<file path="src/rtl/scan_pkg.sv">
// Shared definitions for the scan sequencer.
// Holds the 3-bit state encoding, the FSM state type, default sizing and a
// helper that picks a counter width wide enough for every counted phase.
package scan_pkg;

    localparam int unsigned DEFAULT_CHAIN_LEN = 16;
    localparam int unsigned DEFAULT_CAP_W     = 4;

    localparam logic [2:0] ST_IDLE      = 3'd0;
    localparam logic [2:0] ST_SHIFT_IN  = 3'd1;
    localparam logic [2:0] ST_CAPTURE   = 3'd2;
    localparam logic [2:0] ST_SHIFT_OUT = 3'd3;
    localparam logic [2:0] ST_DONE      = 3'd4;

    typedef enum logic [2:0] {
        StIdle     = ST_IDLE,
        StShiftIn  = ST_SHIFT_IN,
        StCapture  = ST_CAPTURE,
        StShiftOut = ST_SHIFT_OUT,
        StDone     = ST_DONE
    } state_e;

    // Counter holds CHAIN_LEN-1 for shifting and cap_cycles-1 for capture.
    function automatic int unsigned cnt_width(input int unsigned chain_len,
                                              input int unsigned cap_w);
        int unsigned w;
        w = $clog2(chain_len);
        return (w > cap_w) ? w : cap_w;
    endfunction

endpackage

</file>
<file path="src/rtl/scan_seq_ctrl_if.sv">
// Bundle of the scan sequencer's request and DUT-side signals.
//   slave  : sequencer view (start/abort/pat_in/cap_cycles/op_en/scan_out in;
//            sen/scan_in/dut_val_op/busy/done/res_out out)
//   master : requester / chain view (directions reversed)
interface scan_seq_ctrl_if import scan_pkg::*; #(
    parameter int unsigned CHAIN_LEN = DEFAULT_CHAIN_LEN,
    parameter int unsigned CAP_W     = DEFAULT_CAP_W
) ();

    logic                 start;
    logic                 abort;
    logic [CHAIN_LEN-1:0] pat_in;
    logic [CAP_W-1:0]     cap_cycles;
    logic                 op_en;
    logic                 scan_out;
    logic                 sen;
    logic                 scan_in;
    logic                 dut_val_op;
    logic                 busy;
    logic                 done;
    logic [CHAIN_LEN-1:0] res_out;

    modport slave (
        input  start, abort, pat_in, cap_cycles, op_en, scan_out,
        output sen, scan_in, dut_val_op, busy, done, res_out
    );

    modport master (
        output start, abort, pat_in, cap_cycles, op_en, scan_out,
        input  sen, scan_in, dut_val_op, busy, done, res_out
    );

endinterface

</file>
<file path="src/rtl/scan_seq_cnt.sv">
// Loadable down-counter with zero flag, shared by the shift-in, capture and
// shift-out phases.
//   clk, reset : clock, synchronous active-high reset
//   load       : load load_val (wins over dec)
//   dec        : decrement, saturating at zero
//   zero       : count is zero
module scan_seq_cnt #(
    parameter int unsigned WIDTH = 8
) (
    input  logic             clk,
    input  logic             reset,
    input  logic             load,
    input  logic [WIDTH-1:0] load_val,
    input  logic             dec,
    output logic             zero
);

    logic [WIDTH-1:0] cnt_q, cnt_d;

    always_comb begin
        cnt_d = cnt_q;
        if (load) begin
            cnt_d = load_val;
        end else if (dec && (cnt_q != '0)) begin
            cnt_d = cnt_q - WIDTH'(1);
        end
    end

    always_ff @(posedge clk) begin
        if (reset) begin
            cnt_q <= '0;
        end else begin
            cnt_q <= cnt_d;
        end
    end

    assign zero = (cnt_q == '0);

endmodule

</file>
<file path="src/rtl/scan_seq_ctrl.sv">
// Scan test sequencer: shifts a pattern into a DUT scan chain (LSB first),
// runs a number of functional capture cycles, then unloads the chain.
//   clk, reset : clock, synchronous active-high reset
//   bus        : request inputs, DUT chain strobes, busy/done status, res_out
// All outputs come from registers or the state register only.
module scan_seq_ctrl import scan_pkg::*; #(
    parameter int unsigned CHAIN_LEN = DEFAULT_CHAIN_LEN,
    parameter int unsigned CAP_W     = DEFAULT_CAP_W
) (
    input  logic           clk,
    input  logic           reset,
    scan_seq_ctrl_if.slave bus
);

    localparam int unsigned      CNT_W    = cnt_width(CHAIN_LEN, CAP_W);
    localparam logic [CNT_W-1:0] LAST_BIT = CNT_W'(CHAIN_LEN - 1);

    state_e               state_q, state_d;
    logic [CHAIN_LEN-1:0] pat_q, pat_d;
    logic [CHAIN_LEN-1:0] res_q, res_d;
    logic [CHAIN_LEN-1:0] res_out_q, res_out_d;
    logic [CAP_W-1:0]     cap_q, cap_d;
    logic                 op_en_q, op_en_d;
    logic                 dvo_q, dvo_d;

    logic             cnt_load;
    logic [CNT_W-1:0] cnt_val;
    logic             cnt_dec;
    logic             cnt_zero;

    scan_seq_cnt #(
        .WIDTH (CNT_W)
    ) u_cnt (
        .clk      (clk),
        .reset    (reset),
        .load     (cnt_load),
        .load_val (cnt_val),
        .dec      (cnt_dec),
        .zero     (cnt_zero)
    );

    always_comb begin
        state_d   = state_q;
        pat_d     = pat_q;
        res_d     = res_q;
        res_out_d = res_out_q;
        cap_d     = cap_q;
        op_en_d   = op_en_q;
        dvo_d     = 1'b0;
        cnt_load  = 1'b0;
        cnt_val   = LAST_BIT;
        cnt_dec   = 1'b0;

        unique case (state_q)
            StIdle: begin
                if (bus.start) begin
                    state_d  = StShiftIn;
                    pat_d    = bus.pat_in;
                    // zero capture cycles still runs one
                    cap_d    = (bus.cap_cycles == '0) ? CAP_W'(1) : bus.cap_cycles;
                    op_en_d  = bus.op_en;
                    cnt_load = 1'b1;
                end
            end
            StShiftIn: begin
                if (bus.abort) begin
                    state_d = StIdle;
                end else begin
                    pat_d = pat_q >> 1;
                    if (cnt_zero) begin
                        state_d  = StCapture;
                        cnt_load = 1'b1;
                        cnt_val  = CNT_W'(cap_q - CAP_W'(1));
                        // registered so the strobe lands on the first capture cycle
                        dvo_d    = op_en_q;
                    end else begin
                        cnt_dec = 1'b1;
                    end
                end
            end
            StCapture: begin
                if (bus.abort) begin
                    state_d = StIdle;
                end else if (cnt_zero) begin
                    state_d  = StShiftOut;
                    cnt_load = 1'b1;
                end else begin
                    cnt_dec = 1'b1;
                end
            end
            StShiftOut: begin
                if (bus.abort) begin
                    state_d = StIdle;
                end else begin
                    res_d = {bus.scan_out, res_q[CHAIN_LEN-1:1]};
                    if (cnt_zero) begin
                        state_d   = StDone;
                        // visible on res_out during the done cycle
                        res_out_d = res_d;
                    end else begin
                        cnt_dec = 1'b1;
                    end
                end
            end
            StDone: begin
                state_d = StIdle;
            end
            default: begin
                state_d = StIdle;
            end
        endcase
    end

    always_ff @(posedge clk) begin
        if (reset) begin
            state_q   <= StIdle;
            pat_q     <= '0;
            res_q     <= '0;
            res_out_q <= '0;
            cap_q     <= '0;
            op_en_q   <= 1'b0;
            dvo_q     <= 1'b0;
        end else begin
            state_q   <= state_d;
            pat_q     <= pat_d;
            res_q     <= res_d;
            res_out_q <= res_out_d;
            cap_q     <= cap_d;
            op_en_q   <= op_en_d;
            dvo_q     <= dvo_d;
        end
    end

    assign bus.sen        = (state_q == StShiftIn) || (state_q == StShiftOut);
    assign bus.scan_in    = (state_q == StShiftIn) && pat_q[0];
    assign bus.dut_val_op = dvo_q;
    assign bus.busy       = (state_q != StIdle);
    assign bus.done       = (state_q == StDone);
    assign bus.res_out    = res_out_q;

endmodule

</file>
<file path="src/flat_wrapper.sv">
// flat-port wrapper written by rule: the top's interface ports become plain ports
module scan_seq_ctrl_flat import scan_pkg::*;
#(
    parameter int unsigned CHAIN_LEN = DEFAULT_CHAIN_LEN,
    parameter int unsigned CAP_W     = DEFAULT_CAP_W
)
  (clk, reset, bus_start, bus_abort, bus_pat_in, bus_cap_cycles, bus_op_en, bus_scan_out, bus_sen, bus_scan_in, bus_dut_val_op, bus_busy, bus_done, bus_res_out);
  scan_seq_ctrl_if #(.CHAIN_LEN(CHAIN_LEN), .CAP_W(CAP_W)) bus_i ();
  input  logic clk;
  input  logic reset;
  input wire logic [$bits(bus_i.start)-1:0] bus_start;
  input wire logic [$bits(bus_i.abort)-1:0] bus_abort;
  input wire logic [$bits(bus_i.pat_in)-1:0] bus_pat_in;
  input wire logic [$bits(bus_i.cap_cycles)-1:0] bus_cap_cycles;
  input wire logic [$bits(bus_i.op_en)-1:0] bus_op_en;
  input wire logic [$bits(bus_i.scan_out)-1:0] bus_scan_out;
  output wire logic [$bits(bus_i.sen)-1:0] bus_sen;
  output wire logic [$bits(bus_i.scan_in)-1:0] bus_scan_in;
  output wire logic [$bits(bus_i.dut_val_op)-1:0] bus_dut_val_op;
  output wire logic [$bits(bus_i.busy)-1:0] bus_busy;
  output wire logic [$bits(bus_i.done)-1:0] bus_done;
  output wire logic [$bits(bus_i.res_out)-1:0] bus_res_out;
  assign bus_i.start = bus_start;
  assign bus_i.abort = bus_abort;
  assign bus_i.pat_in = bus_pat_in;
  assign bus_i.cap_cycles = bus_cap_cycles;
  assign bus_i.op_en = bus_op_en;
  assign bus_i.scan_out = bus_scan_out;
  assign bus_sen = bus_i.sen;
  assign bus_scan_in = bus_i.scan_in;
  assign bus_dut_val_op = bus_i.dut_val_op;
  assign bus_busy = bus_i.busy;
  assign bus_done = bus_i.done;
  assign bus_res_out = bus_i.res_out;
  scan_seq_ctrl #(.CHAIN_LEN(CHAIN_LEN), .CAP_W(CAP_W)) u_core (.clk(clk), .reset(reset), .bus(bus_i));
endmodule
</file>
<file path="config.mk">
export PLATFORM = sky130hd
export DESIGN_NAME = scan_seq_ctrl_flat
export DESIGN_NICKNAME = d
export VERILOG_FILES = /design/src/rtl/scan_pkg.sv /design/src/rtl/scan_seq_ctrl_if.sv /design/src/rtl/scan_seq_cnt.sv /design/src/rtl/scan_seq_ctrl.sv /design/src/flat_wrapper.sv
export SDC_FILE = /design/constraint.sdc
export NUM_CORES = 1
export LEC_CHECK = 0
export CAP_MARGIN = 20
export CELL_PAD_IN_SITES_DETAIL_PLACEMENT = 2
export CELL_PAD_IN_SITES_GLOBAL_PLACEMENT = 2
export CORE_UTILIZATION = 31
export DETAILED_ROUTE_END_ITERATION = 16
export PLACE_DENSITY_LB_ADDON = 0.1
export SLEW_MARGIN = 20
export SYNTH_ARGS = -nofsm -noshare
export SYNTH_HDL_FRONTEND = slang
export SYNTH_SLANG_ARGS = --single-unit
</file>
<file path="constraint.sdc">
create_clock -name clk -period 2.08 [get_ports clk]
set_input_delay 0.312 -clock clk [delete_from_list [all_inputs] [get_ports clk]]
set_output_delay 0.312 -clock clk [all_outputs]
set_load 0.03 [all_outputs]
</file>
==> results.json <==
{
  "status": "completed",
  "final_common_cell": "nand2_1",
  "area.growth.synth_to_final_pct": 28.99,
  "worst_setup_path_start_kind": "register",
  "htree_levels": 3,
  "io_buffers": 46,
  "fillers": 911,
  "antenna_found_initial": 0,
  "cts_resized": 0,
  "slew-limit-headroom_pct": 45.77,
  "start_util_pct": 32.30,
  "finalCritPeriodShare_pct": 95.77,
  "crit_type": "register to primary output",
  "drv_cap": 0,
  "setup_viol": 0,
  "muxShareOfSynthArea_pct": 6.004,
  "grt-ovfl-total": 0,
  "hold_viol_final": 0,
  "rsz0062_at_grt": "false",
  "holdWs_ns": 0.4611,
  "synth_top_cell_by_area": "dfxtp_1",
  "drt_iter0_drc": 34,
  "fin_skew_ns": 0.01415,
  "p_per_area_nw_per_um2": 797.4,
  "synth_fa_ha_area_share_pct": 0.9381,
  "maxSlewViolCount": 0,
  "fp.dieH_um": 94.77,
  "cts.clk_slew.worst_paths_ns": 0.07,
  "drive_gt1_share_pct": 13.06,
  "end_kind": "primary output",
  "placed_area_um2": 3242,
  "dr.pass1.iters": 4,
  "cp_max_fo": 9,
  "synth_edf_count": 0,
  "yosysWarnings": 0,
  "antennaDiodeCount": 0,
  "final_cell_area_um2": 3441,
  "setup_ws_ns": 0.08805,
  "setup_tns_ns": 0,
  "synth_cell_types": 49,
  "final_util_pct": 41.67,
  "syn_nets": 336,
  "fmax_ghz": 0.5020,
  "route.met3.wl_um": 264,
  "final_net_count": 383,
  "io_pins": 47,
  "synth-simple-area-share_pct": 22.23,
  "drtAntennaViolNets": 0,
  "final_cell_mix": "73 x nand2_1, 60 x dfxtp_1, 44 x clkdlybuf4s50_1, 38 x a21oi_1, 21 x nor2_1",
  "r2r_slack_ns": 0.16,
  "clk_path_buf_depth": 2,
  "synth_top_family_by_area": "simple AND/OR/NAND/NOR gates",
  "synthTopCellsByArea": "dfxtp_1 45%, nand2_1 10%, a21oi_1 7.1%, mux2i_1 6.0%, a211oi_1 3.7%",
  "grt_pass1_vias": 2509,
  "min_period_ns": 1.992,
  "grt_pass1_wl_um": 12010,
  "cts_tree": "built",
  "numClockSinks": 60,
  "clkLatencyLatePin_ns": 0.34,
  "wl_met2_um": 3528,
  "synth_ff_type": "dfxtp_1",
  "route.detailed.wl_per_inst_um": 15.49,
  "dp_hpwl_um": 5013,
  "via_per_inst": 5.015,
  "seqCellArea_um2": 1201,
  "synth_seq_cells": 60,
  "post_cts_buffers": 0,
  "drc": 0,
  "grt_use_total_pct": 17.44,
  "gp_congestion": 0.7200,
  "fp-row-count": 33,
  "vdd_drop_max_mv": 0.3223,
  "m1WireLength_um": 3347,
  "grt_max_degree": 41,
  "top_layer_used": "met4",
  "num_vias": 2332,
  "worst_slew_pin_slew_ns": 0.8135,
  "avgSynthCellArea_um2": 8.661,
  "cts_buffers": 9,
  "cp_data_arrival_time_ns": 1.68,
  "hold_path.class": "register to register",
  "dieArea_um2": 8980,
  "ys_async_sr_fraction_pct": 0,
  "wirelength_um": 7201,
  "synth_xor_area_share_pct": 1.970,
  "die_x_um": 94.77,
  "dp_slack_ns": 0.07643,
  "synth_compound_area_share_pct": 17.35,
  "power_leakage_nw": 1.184,
  "synth_top_area_share_pct": 45.03,
  "clockRootBuffer": "clkbuf_8",
  "ctsHoldBuffers": 0,
  "multi_input_area_um2": 1300,
  "syn_area_um2": 2668,
  "synth-seq-area-share_pct": 45.03,
  "core_um2": 8258,
  "syn_inst": 308,
  "required_ns": 1.77
}
-- sequential cells by signal (all words and copies together), names as in the netlist --
register	cells
u_core.pat_q	16
u_core.cap_q	4
u_core.bus.res_out	16
u_core.res_q	15
u_core.state_q	3
u_core.u_cnt.cnt_q	4
u_core.bus.dut_val_op	1
u_core.op_en_q	1
-- where the power goes --
part           internal (mW)  switching, mW
Sequential              1.21         0.0434
Combinational          0.206          0.220
Clock                  0.556          0.512
-- per-layer routing --
layer | vias to the layer above | global-route usage (%)
met5 | - | 0
met4 | 0 | 4.924
met3 | 5 | 4.589
met2 | 34 | 30.22
met1 | 1141 | 21.11
li1 | 1152 | -
-- per-stage QoR --
stage          total power, mW  std cells
2_1_floorplan            1.562        308
3_3_place_gp             1.688        449
3_5_place_dp             1.706        449
4_1_cts                  2.795        465
5_1_grt                  2.881        465
6_report                 2.744        465
-- cell usage after synthesis, drive strengths merged, types with 2 or more instances --
master  instances
xor2            3
nor4bb          2
mux2i          16
xnor2           3
clkbuf          9
a21oi          38
buf            16
inv             5
nand3           3
nor3            5
nor4b           2
o21ai           4
nor3b           3
nand2          73
nor2b           2
a211oi         16
ha              2
o21a            2
nor2           22
dfxtp          60
-- cell type report --
| type | instances | share of cell area [%] |
|---|---|---|
| Clock inverter | 7 | 2.182 |
| Timing Repair Buffer | 61 | 17.16 |
| Inverter | 5 | 0.5455 |
| Sequential cell | 60 | 34.91 |
| Tap cell | 105 | 3.818 |
| Multi-Input combinational cell | 218 | 37.78 |
| Clock buffer | 9 | 3.600 |
-- critical path: stages (launching register included) --
cell,delay [ns]
dfxtp_1,0.35
buf_4,0.20
nor2b_2,0.12
clkdlybuf4s50_1,0.67
-- path summary, 6_finish.rpt --
path,startpoint,end,depth (start not counted)
worst max-delay path,u_core.state_q[2],bus_sen,3
worst min-delay path,u_core.op_en_q,u_core.op_en_q,2
worst max register to register,u_core.u_cnt.cnt_q[0],u_core.u_cnt.cnt_q[0],6
worst min register to register,u_core.op_en_q,u_core.op_en_q,2
-- logic make-up after synthesis --
logic type / count (synthesis)
adders and majority gates: 2
and+or+nand+nor: 122
buffers and inverters: 30
xor gates and xnor gates: 6
muxes: 16
AOI/OAI and AO/OA: 72
DFF: 60
No activity file was read; power rests on OpenSTA's default activity.
==> edit: new RTL, config.mk and constraints unchanged <==
Change the package constant `DEFAULT_CHAIN_LEN` from 16 to 8.
--- a/src/rtl/scan_pkg.sv
+++ b/src/rtl/scan_pkg.sv
@@ -3,7 +3,7 @@
 // helper that picks a counter width wide enough for every counted phase.
 package scan_pkg;
 
-    localparam int unsigned DEFAULT_CHAIN_LEN = 16;
+    localparam int unsigned DEFAULT_CHAIN_LEN = 8;
     localparam int unsigned DEFAULT_CAP_W     = 4;
 
     localparam logic [2:0] ST_IDLE      = 3'd0;
Ports: changed (resized bus_pat_in and bus_res_out); port bits go from 47 to 31. The function was not compared with the original's and may differ.
==> edit against the unedited design <==
Worst hold slack worse by 5.9 ps. Count of clock-buffer cells in the layout is 3 lower. Combinational power is 30% lower. Core utilization is 0.71 points higher. Total power is 45% lower. Routed wire length is 38% lower. Worst setup slack better by 7.6 ps. Sequential cell count is 24 lower. Clock skew is 7.8 ps lower. Synthesized area is 37% lower. Cell area is 37% lower. Sequential power is 40% lower. Critical path type unchanged. Largest cell class unchanged.
==> edit: results <==
timing:
  max-slew-margin-rel: 0.6871
  final.hold.worst_slack_ps: 455.3
  finalClockSkew_ps: 6.311
synthesis:
  yosysSeqAreaShare: 0.4305
  syn_avg_cell_area_sq_um: 8.811
  synth_top_cells_by_area: "sky130_fd_sc_hd__dfxtp_1 (43%), sky130_fd_sc_hd__mux2i_1 (8.4%), sky130_fd_sc_hd__nand2_1 (4.5%)"
  synthTopCellsByCount: "sky130_fd_sc_hd__dfxtp_1 (36), sky130_fd_sc_hd__nand2_1 (20), sky130_fd_sc_hd__nor2_1 (20)"
  netlist-cell-type-count: 40
  yosys_warnings: 0
  syn-num-nets: 210
  synthArstFlopShare: 0
detailed_routing:
  wl_met3_microns: 146
  final_wirelength_microns: 4453
  met2WireLength_microns: 2299
  drt_iter0_drc: 50
  routed-via-count: 1485
  wl_met1_microns: 1953
final_layout:
  final_cell_count_no_fill: 294
  design.final.nets: 244
  drive_gt1_frac: 0.1339
  fill_cells: 601
placement:
  post-dp-hpwl_microns: 3418
  dpl_worst_slack_ps: -11.44
  port-buffer-count: 30
  placed_area_sq_um: 2098
  routability_congestion_estimate_from_global_placement: 0.7474
global_routing:
  globalRouteMet2Util: 0.3125
  use_met1: 0.2124
  groute.layer.met3.usage: 0.04497
  first_global_vias: 1622
  grt_pass1_wl_microns: 7541
  grt_max_degree: 17
  track_usage: 0.1781
worst_setup_path:
  timing.critical_path.arrival_ps: 1670
  crit-reg2reg-launch: "u_core.u_cnt.cnt_q[0]"
  max_stage_delay_ps: 600
  path_max_fanout: 10
  regToRegEndpoint: "u_core.u_cnt.cnt_q[3]"
  ff_to_ff_setup_slack_ps: 200
  slowest_cell_on_the_critical_path: "sky130_fd_sc_hd__clkdlybuf4s50_1"
power:
  power.ir.vdd_worst_uv: 258.8
  powerSeq_uw: 752
  power.share.combinational: 0.197
  p_sw_frac: 0.2793
  standby_leakage_power_uw: 0.0008036
run_status:
  result_of_the_run: "completed"
clock_network:
  clk_latency_ps: 280
  cts-root-buf: "sky130_fd_sc_hd__clkbuf_8"
  cts_htree_levels: 2
  cts-buffers-inserted: 5
min_path:
  hp-start: "u_core.bus.res_out[3]"
  worstHoldEndpoint: "u_core.bus.res_out[3]"
  number_of_cells_on_the_worst_hold_path: 2
[edit: layout make-up]
type | count | share of cell area
clock buffer | 6 | 0.03331
clock inverter | 1 | 0.002298
inverter | 7 | 0.01206
multi-input combinational | 133 | 0.4009
sequential | 36 | 0.3314
tap | 70 | 0.04021
timing repair buffer | 41 | 0.1798
[edit: stage by stage]
stage          utilization  total power [uW]
2_1_floorplan            -             953.9
3_3_place_gp        0.4082              1047
3_5_place_dp        0.4082              1071
4_1_cts             0.4231              1542
5_1_grt             0.4238              1601
6_report            0.4238              1513
[edit: what timing repair did]
item / CTS / global route
endpoints found under the setup margin: 1 / 1
pin swaps: 0 / 0
resized for setup: 1 / 2
[edit: cells by family after synthesis]
logic type / synth area share
AO/OA/AOI/OAI: 0.1592
XOR/XNOR: 0.02616
adder cells (fa/ha/maj): 0.01495
buffers and inverters: 0.05829
flip-flops: 0.4305
multiplexers: 0.08370
AND/OR/NAND/NOR: 0.2272
[edit: how the worst max path moves through the flow]
| stage | start | end | slack, ps | cells after the start |
|---|---|---|---|---|
| floorplan | u_core.state_q[0] | bus_scan_in | 470 | 3 |
| global placement | bus_start | u_core.cap_q[0] | 140 | 5 |
| detailed placement | bus_abort | u_core.u_cnt.cnt_q[0] | -10 | 5 |
| CTS | u_core.state_q[1] | bus_scan_in | 20 | 5 |
| global route | u_core.state_q[2] | bus_busy | 10 | 2 |
| finish | u_core.state_q[2] | bus_busy | 100 | 2 |
[edit: worst register-to-register path, cell delays in order (launching register included)]
cell and delay [ps]:
sky130_fd_sc_hd__dfxtp_1 320, sky130_fd_sc_hd__inv_1 90, sky130_fd_sc_hd__ha_1 220, sky130_fd_sc_hd__or3b_2 510, sky130_fd_sc_hd__nor3_1 310, sky130_fd_sc_hd__nand2_1 120
sky130_fd_sc_hd__a211oi_1 230
